### config.mk
export PLATFORM = sky130hd
export DESIGN_NAME = sum_accumulator
export DESIGN_NICKNAME = d
export VERILOG_FILES = /design/src/rtl/sum_accumulator.sv
export SDC_FILE = /design/constraint.sdc
export NUM_CORES = 1
export LEC_CHECK = 0
export ABC_AREA = 1
export CORE_MARGIN = 2
export CORE_UTILIZATION = 40
export DETAILED_ROUTE_END_ITERATION = 10
export PLACE_DENSITY_LB_ADDON = 0.25
export SLEW_MARGIN = 20
export SYNTH_ARGS = -nofsm -noshare
export SYNTH_HDL_FRONTEND = slang
export SYNTH_SLANG_ARGS = --single-unit
### constraint.sdc
create_clock -name Clk -period 3.3 [get_ports Clk]
set_input_delay 0.66 -clock Clk [delete_from_list [all_inputs] [get_ports Clk]]
set_output_delay 0.66 -clock Clk [all_outputs]
set_load 0.02 [all_outputs]
### src/rtl/sum_accumulator.sv
// sum_accumulator: accumulates a block of N 17-bit adder results
// ({carry-out, 16-bit sum}) into an ACC_W-bit total with a sticky overflow
// flag. The total is handed off through a valid/ready result port.
// Optional build macro: ACC_SAT_EN -- saturate the total to all ones on
// overflow instead of wrapping.
module sum_accumulator #(
  parameter int unsigned ACC_W = 24
) (
  input  logic             Clk,
  input  logic             Rst_n,
  input  logic             start,
  input  logic [7:0]       count,
  input  logic             inValid,
  output logic             inReady,
  input  logic [15:0]      sumIn,
  input  logic [3:0]       cOutIn,
  output logic             outValid,
  input  logic             outReady,
  output logic [ACC_W-1:0] accOut,
  output logic             ovf,
  output logic             busy
);

  typedef enum logic [1:0] {
    IDLE  = 2'd0,
    ACCUM = 2'd1,
    DONE  = 2'd2
  } state_t;

  state_t           state;
  state_t           stateNext;
  logic [7:0]       remaining;
  logic [ACC_W-1:0] acc;
  logic             ovfReg;
  logic [16:0]      sample;
  logic [ACC_W:0]   sumWide;
  logic             startAcc;
  logic             xfer;
  logic             unusedCarries;

  // Only the carry out of bit 15 extends the sample; lower nibble carries are
  // informational and deliberately dropped.
  assign sample        = {cOutIn[3], sumIn};
  assign unusedCarries = ^cOutIn[2:0];

  // One extra bit on the adder exposes the carry that signals overflow.
  always_comb begin
    sumWide = {1'b0, acc} + {{(ACC_W - 16){1'b0}}, sample};
  end

  // State register; reset wins over every other event.
  always_ff @(posedge Clk) begin
    if (!Rst_n) begin
      state <= IDLE;
    end else begin
      state <= stateNext;
    end
  end

  // Next-state decode and handshake outputs.
  always_comb begin
    stateNext = state;
    inReady   = 1'b0;
    outValid  = 1'b0;
    busy      = 1'b0;
    startAcc  = 1'b0;
    xfer      = 1'b0;
    case (state)
      IDLE: begin
        if (start) begin
          startAcc  = 1'b1;
          stateNext = (count == 8'd0) ? DONE : ACCUM;
        end
      end
      ACCUM: begin
        inReady = 1'b1;
        busy    = 1'b1;
        if (inValid) begin
          xfer = 1'b1;
          // The final transfer moves to DONE on the same edge it is summed.
          if (remaining == 8'd1) begin
            stateNext = DONE;
          end
        end
      end
      DONE: begin
        outValid = 1'b1;
        busy     = 1'b1;
        if (outReady) begin
          stateNext = IDLE;
        end
      end
      default: stateNext = IDLE;
    endcase
  end

  // Accumulator, sticky overflow and remaining-sample counter.
  always_ff @(posedge Clk) begin
    if (!Rst_n) begin
      acc       <= '0;
      ovfReg    <= 1'b0;
      remaining <= '0;
    end else if (startAcc) begin
      acc       <= '0;
      ovfReg    <= 1'b0;
      remaining <= count;
    end else if (xfer) begin
      remaining <= remaining - 8'd1;
`ifdef ACC_SAT_EN
      if (ovfReg || sumWide[ACC_W]) begin
        acc <= '1;
      end else begin
        acc <= sumWide[ACC_W-1:0];
      end
`else
      acc <= sumWide[ACC_W-1:0];
`endif
      if (sumWide[ACC_W]) begin
        ovfReg <= 1'b1;
      end
    end
  end

  assign accOut = acc;
  assign ovf    = ovfReg;

endmodule

==> out/qor.yml, run 1 <==
net_sw_power_uw: 830
power.share.sequential_pct: 29.3
synth-xor-area-share_pct: 3.58
die-height_um: 89.7
number_of_antenna_violations_at_the_first_check_in_global_routing: 0
post_cts.resized_instances: 0
power.density_cell_area_nw_per_um2: 503
gr-usage-all-layers_pct: 19.5
preCtsSetupSlack_ns: 0.566
ctsHoldBuffers: 0
power.internal_uw: 1030
core.rowCount: 31
critical_path_cell_by_cell: "clkdlybuf4s50_1, ha_1, fa_1, nand3_1, nand3_1, nand2_1, nand2_1, nand2_1, nand2_1, nand2_1, nand3_1, nand2_1, inv_1"
ys_warn_count: 0
antennaDiodeCount: 0
fill_cells: 768
ys_seq_area_share_pct: 23.8
die_width_um: 89.7
max_capacitance_violation_count: 0
finalSetupTns_ns: 0
post_synth_and_or_nand_nor_area_fraction_pct: 42.8
share_clk_of_total_power_pct: 17.0
vias_in_the_first_global_route: 3005
design.core.area_um2: 7180
worst-setup-path-type: "primary input to register"
crit_arrival_ns: 2.64
status: "completed"
h-tree-depth: 2
worst-r2r-cell-count: 12
synth_compound_gate_area_share_pct: 8.30
ys_types: 30
most_common_library_cell_in_the_layout_ignoring_fill_and_taps: "sky130_fd_sc_hd__nand2_1"
totalWireLength_um: 7380
starting_density_of_the_core_pct: 41.0
post-dp-hpwl_um: 5740
worst_slew_margin_rel_pct: 65.0
area_growth_syn_to_layout_pct: 25.8
timing_hold_violations_final: 0
detailroute.via_count: 3097
synth.ff_latch_count: 35
fmax_mhz: 409
worst_setup_path_start_kind: "primary input"
worst_hold_path_stage_count: 2
dieArea_um2: 8050
grt_first_pass_wirelength_um: 13300
grt_start_max_net_pins: 37
critical_path.max_stage_delay_ns: 0.45
grt_residual_overflow: 0
worst_clock_skew_ns: 0.00795
p_sw_share_pct: 44.6
route.detailed.drc: 0
endpoint_type_of_the_worst_setup_path: "register"
peakVddDrop_uv: 284
share_comb_of_total_power_pct: 53.7
cts_buffers: 5
synthAdderAreaFrac_pct: 10.0
drt_iter0_drc: 167
clock-root-buffer: "sky130_fd_sc_hd__clkbuf_8"
mappedNetlistNets: 550
final.period_utilization_pct: 74.1
synth.area.mux_share_pct: 0
endpoint_required_time_on_the_critical_path_ns: 3.50
most-common-layout-cells: "sky130_fd_sc_hd__nand2_1 (154), sky130_fd_sc_hd__inv_1 (77), sky130_fd_sc_hd__nor2_1 (68), sky130_fd_sc_hd__clkdlybuf4s50_1 (57), sky130_fd_sc_hd__dfxtp_1 (35)"
cp_most_frequent_cell: "sky130_fd_sc_hd__nand2_1"
vias_per_cell: 4.74
total_leakage_power_uw: 0.00187
syn-instance-count: 494
synth_area_um2: 2940
cts.sinks: 35
worstMarginPinSlew_ns: 0.522
slew_violations: 0
clk_pin_slew_ns: 0.07
largest_family_of_logic_cells_by_synthesized_area: "simple AND/OR/NAND/NOR gates"
post-cts-setup-buffer-count: 0
finalSetupViolations: 0
io_buffers: 57
crit_path_max_fanout: 4
average_cell_area_after_synthesis_um2: 5.95
post-route-min-period_ns: 2.45
timing.hold.worst.class: "register to register"
avgRoutedWirePerCell_um: 11.3
max-clock-path-buffers: 2
tritoncts: "yes"
ant_nets: 0
rsz_0062_raised_after_global_routing: "false"
drive_above_1_share_pct: 6.85
postLayoutSetupSlackWorst_ns: 0.854
clock_insertion_delay_worst_skew_ns: 0.29
critPathSlowestCell: "sky130_fd_sc_hd__fa_1"
routability_driven_placement_congestion_ratio: 0.866
dr.pass1.iters: 4
io_pins: 61
fin_nets: 610
[cell type report]
cell class              instances  area [um^2]  share of cell area (%)
clock inverters                 1         5.00                   0.135
repair buffers                 58          578                    15.6
clock buffers                   7         76.3                    2.06
flip-flops and latches         35          701                    18.9
inverters                      83          312                    8.42
well taps                      99          124                    3.35
multi-input cells             371         1900                    51.5
[synthesized netlist by cell type (all sizes together)]
library cell,count,share of area [%]
or2,1,0.21
a21oi,24,4.2
o21bai,1,0.26
dfxtp,35,24
clkinv,1,0.13
clkbuf,1,0.13
a31oi,7,1.5
nand3,37,7.3
xor2,10,3.0
nor3,8,1.5
buf,4,0.68
xnor2,2,0.60
fa,1,0.68
o21ai,12,2.0
and2,1,0.21
nand4,3,0.64
nor2,75,11
ha,22,9.4
inv,82,10
nand2,164,22
a22o,1,0.30
nor4,2,0.43
[worst max-delay path, delay by kind of cell]
family | cells | cell delay [ns]
buf+inv | 2 | 0.44
simple gates | 9 | 0.83
fa+ha+maj | 2 | 0.70
[registers in the layout, summed over array words and instances (netlist names)]
signal / flops
state: 2
ovf: 1
accOut: 24
remaining: 8
[power groups by stage]
stage | combinational [uW] | clock, uW | sequential [uW]
2_1_floorplan | 687 | 0 | 583
3_3_place_gp | 984 | 0 | 551
3_5_place_dp | 999 | 0 | 553
4_1_cts | 1010 | 330 | 545
5_1_grt | 1150 | 345 | 555
6_report | 999 | 316 | 544
[through the flow]
step	hold WS, ns	power (uW)	cell area [um^2]	std cells	utilization (%)
global placement	0.465	1540	3620	646	50.4
floorplan	0.478	1270	2940	494	-
global route	0.524	2050	3700	654	51.5
CTS	0.489	1880	3700	654	51.5
detailed placement	0.467	1550	3620	646	50.4
finish	0.486	1860	3700	654	51.5
[path summary, 6_finish.rpt]
check / startpoint / endpoint / slack [ns]
min: ovf / ovf / 0.49
min reg2reg: ovf / ovf / 0.49
max reg2reg: accOut[0] / accOut[14] / 1.33
max: sumIn[0] / accOut[14] / 0.85
[kinds of logic (layout without fill, tap and decap cells)]
group                      Yosys count  count (layout)
and+or+nand+nor                    291             291
adders and majority gates           23              23
buffers and inverters               88             149
xor gates and xnor gates            12              12
AOI/OAI and AO/OA                   45              45
DFF                                 35              35
[layer usage]
metal / global-route usage (%) / wire [um] / part of all wire [%]
met4: 5.51 / 93 / 1.3
met2: 32.0 / 3250 / 44
met3: 3.52 / 284 / 3.8
met1: 26.5 / 3750 / 51
met5: 0 / 0 / 0
No activity file was read; power rests on OpenSTA's default activity.
==> inputs of run 2 (changes only) <==
==> constraint.sdc (replaced) <==
create_clock -name Clk -period 2.2 [get_ports Clk]
set_input_delay 0.44 -clock Clk [delete_from_list [all_inputs] [get_ports Clk]]
set_output_delay 0.44 -clock Clk [all_outputs]
set_load 0.02 [all_outputs]
==> run 2 against run 1 <==
Combinational power is 59% higher; sequential power is 50% higher; wire length is 3.0% higher; register-to-register slack worse by 0.94 ns; highest routed layer unchanged.
==> out/qor.yml, run 2 (same netlist as run 1, synthesis figures left out) <==
endpoint_required_time_on_the_critical_path_ns: 2.39
slew_violations: 0
drive_above_1_share_pct: 9.81
starting_density_of_the_core_pct: 41.0
critPathSlowestCell: "sky130_fd_sc_hd__clkdlybuf4s50_1"
h-tree-depth: 2
cp_most_frequent_cell: "sky130_fd_sc_hd__nand2_1"
avgRoutedWirePerCell_um: 11.3
power.density_cell_area_nw_per_um2: 751
worst_setup_path_endpoint: "accOut[14]"
met3WireLength_um: 358
worst_clock_skew_ns: 0.00508
gr-usage-all-layers_pct: 19.1
fmax_mhz: 487
grt_start_max_net_pins: 37
clock_insertion_delay_worst_skew_ns: 0.29
tritoncts: "yes"
endpoint_type_of_the_worst_setup_path: "register"
max-clock-path-buffers: 2
post-route-min-period_ns: 2.05
preCtsSetupSlack_ns: -0.217
antennaDiodeCount: 0
clk_pin_slew_ns: 0.08
worst-setup-path-type: "primary input to register"
ant_nets: 0
rsz_0062_raised_after_global_routing: "false"
max_capacitance_violation_count: 0
most-common-layout-cells: "sky130_fd_sc_hd__nand2_1 (154), sky130_fd_sc_hd__inv_1 (77), sky130_fd_sc_hd__nor2_1 (68), sky130_fd_sc_hd__clkdlybuf4s50_1 (57), sky130_fd_sc_hd__dfxtp_1 (35)"
grt_residual_overflow: 0
grt_first_pass_wirelength_um: 13100
finalSetupViolations: 0
finalSetupTns_ns: 0
detailroute.via_count: 3166
worst_slew_margin_rel_pct: 74.5
most_common_library_cell_in_the_layout_ignoring_fill_and_taps: "sky130_fd_sc_hd__nand2_1"
reg2reg_setup_slack_ns: 0.39
worst-r2r-cell-count: 12
io_buffers: 57
met2RoutedLength_um: 3480
critical_path_cell_by_cell: "clkdlybuf4s50_1, ha_1, fa_2, nand3_1, nand3_2, nand2_1, nand2_1, nand2_1, nand2_1, nand2_1, nand3_1, nand2_1, inv_1"
io_pins: 61
crit_arrival_ns: 2.25
design.core.area_um2: 7180
finish.instance_area_um2: 3840
critical_path.max_stage_delay_ns: 0.40
peakVddDrop_uv: 695
largest_register_ff_count: 24
vias_in_the_first_global_route: 3058
drt_iter0_drc: 119
clock-root-buffer: "sky130_fd_sc_hd__clkbuf_8"
worstMarginPinSlew_ns: 0.383
number_of_antenna_violations_at_the_first_check_in_global_routing: 0
postLayoutSetupSlackWorst_ns: 0.146
dr.pass1.iters: 4
post-cts-setup-buffer-count: 0
dieArea_um2: 8050
timing_hold_violations_final: 0
cts_buffers: 5
core.rowCount: 31
post-dp-hpwl_um: 5940
cts.sinks: 35
totalWireLength_um: 7600
area_growth_syn_to_layout_pct: 30.6
route.detailed.drc: 0
cp-startpoint: "sumIn[0]"
total_leakage_power_uw: 0.00196
r2r_end: "accOut[14]"
fin_nets: 626
die-height_um: 89.7
vias_per_cell: 4.73
final.period_utilization_pct: 93.4
met1_length_um: 3710
routed.top_layer: "met4"
critPathTopFamily: "simple AND/OR/NAND/NOR gates"
routability_driven_placement_congestion_ratio: 0.870
status: "completed"
crit_buf_inv: 2
die_width_um: 89.7
timing.critical_path.depth: 13
crit_path_max_fanout: 4
timing.hold.worst.class: "register to register"
crit_reg_reg_startpoint: "accOut[0]"
fill_cells: 741
placed_inst_area_um2: 3750
worst_setup_path_start_kind: "primary input"
## run 2: cell count changes in the layout (fill, tap and decap cells not counted), sizes merged
| cell | delta |
|---|---|
| buf | +16 |
## run 2: routing by layer
metal | track usage (%) | up-vias
met5 | 0 | -
met2 | 32.6 | 61
met1 | 25.5 | 1418
met4 | 3.46 | 0
met3 | 3.52 | 4
li1 | - | 1683
## run 2: area by class of cell
class | count | area, um^2 | area share [%]
multi-input cells | 371 | 1910 | 49.8
repair buffers | 74 | 711 | 18.5
flip-flops and latches | 35 | 701 | 18.3
inverters | 83 | 312 | 8.12
well taps | 99 | 124 | 3.23
clock buffers | 7 | 76.3 | 1.99
clock inverters | 1 | 5.00 | 0.130
## run 2: worst register-to-register path: cells and delay by family (launching register included)
kind / cells / cell delay (ns)
fa+ha+maj: 2 / 0.58
buf+inv: 1 / 0.03
flops: 1 / 0.33
simple gates: 9 / 0.78
## run 2: worst min-delay path by stage
stage | start | to | depth (start not counted)
5_1_grt | accOut[0] | accOut[0] | 2
3_3_place_gp | ovf | ovf | 2
4_1_cts | ovf | ovf | 2
2_1_floorplan | remaining[1] | remaining[1] | 2
6_report | accOut[0] | accOut[0] | 2
3_5_place_dp | ovf | ovf | 2
## run 2: per-stage QoR
step,std cells,utilization (%),hold slack (ns),power (uW)
after floorplan,494,-,0.478,1910
after global placement,662,52.3,0.466,2380
after detailed placement,662,52.3,0.467,2400
after CTS,670,53.4,0.491,2900
after global routing,670,53.5,0.529,3150
final,670,53.5,0.490,2880
## run 2: timing repair
| item | CTS | global route |
|---|---|---|
| hold buffers | 0 | 0 |
| gates resized for setup | 0 | 2 |
| setup endpoints to repair | 0 | 6 |
## run 2: power by group
| group | switching (uW) | total (uW) | internal, uW |
|---|---|---|---|
| clock network | 258 | 481 | 223 |
| logic | 940 | 1590 | 647 |
| registers | 78.5 | 815 | 737 |
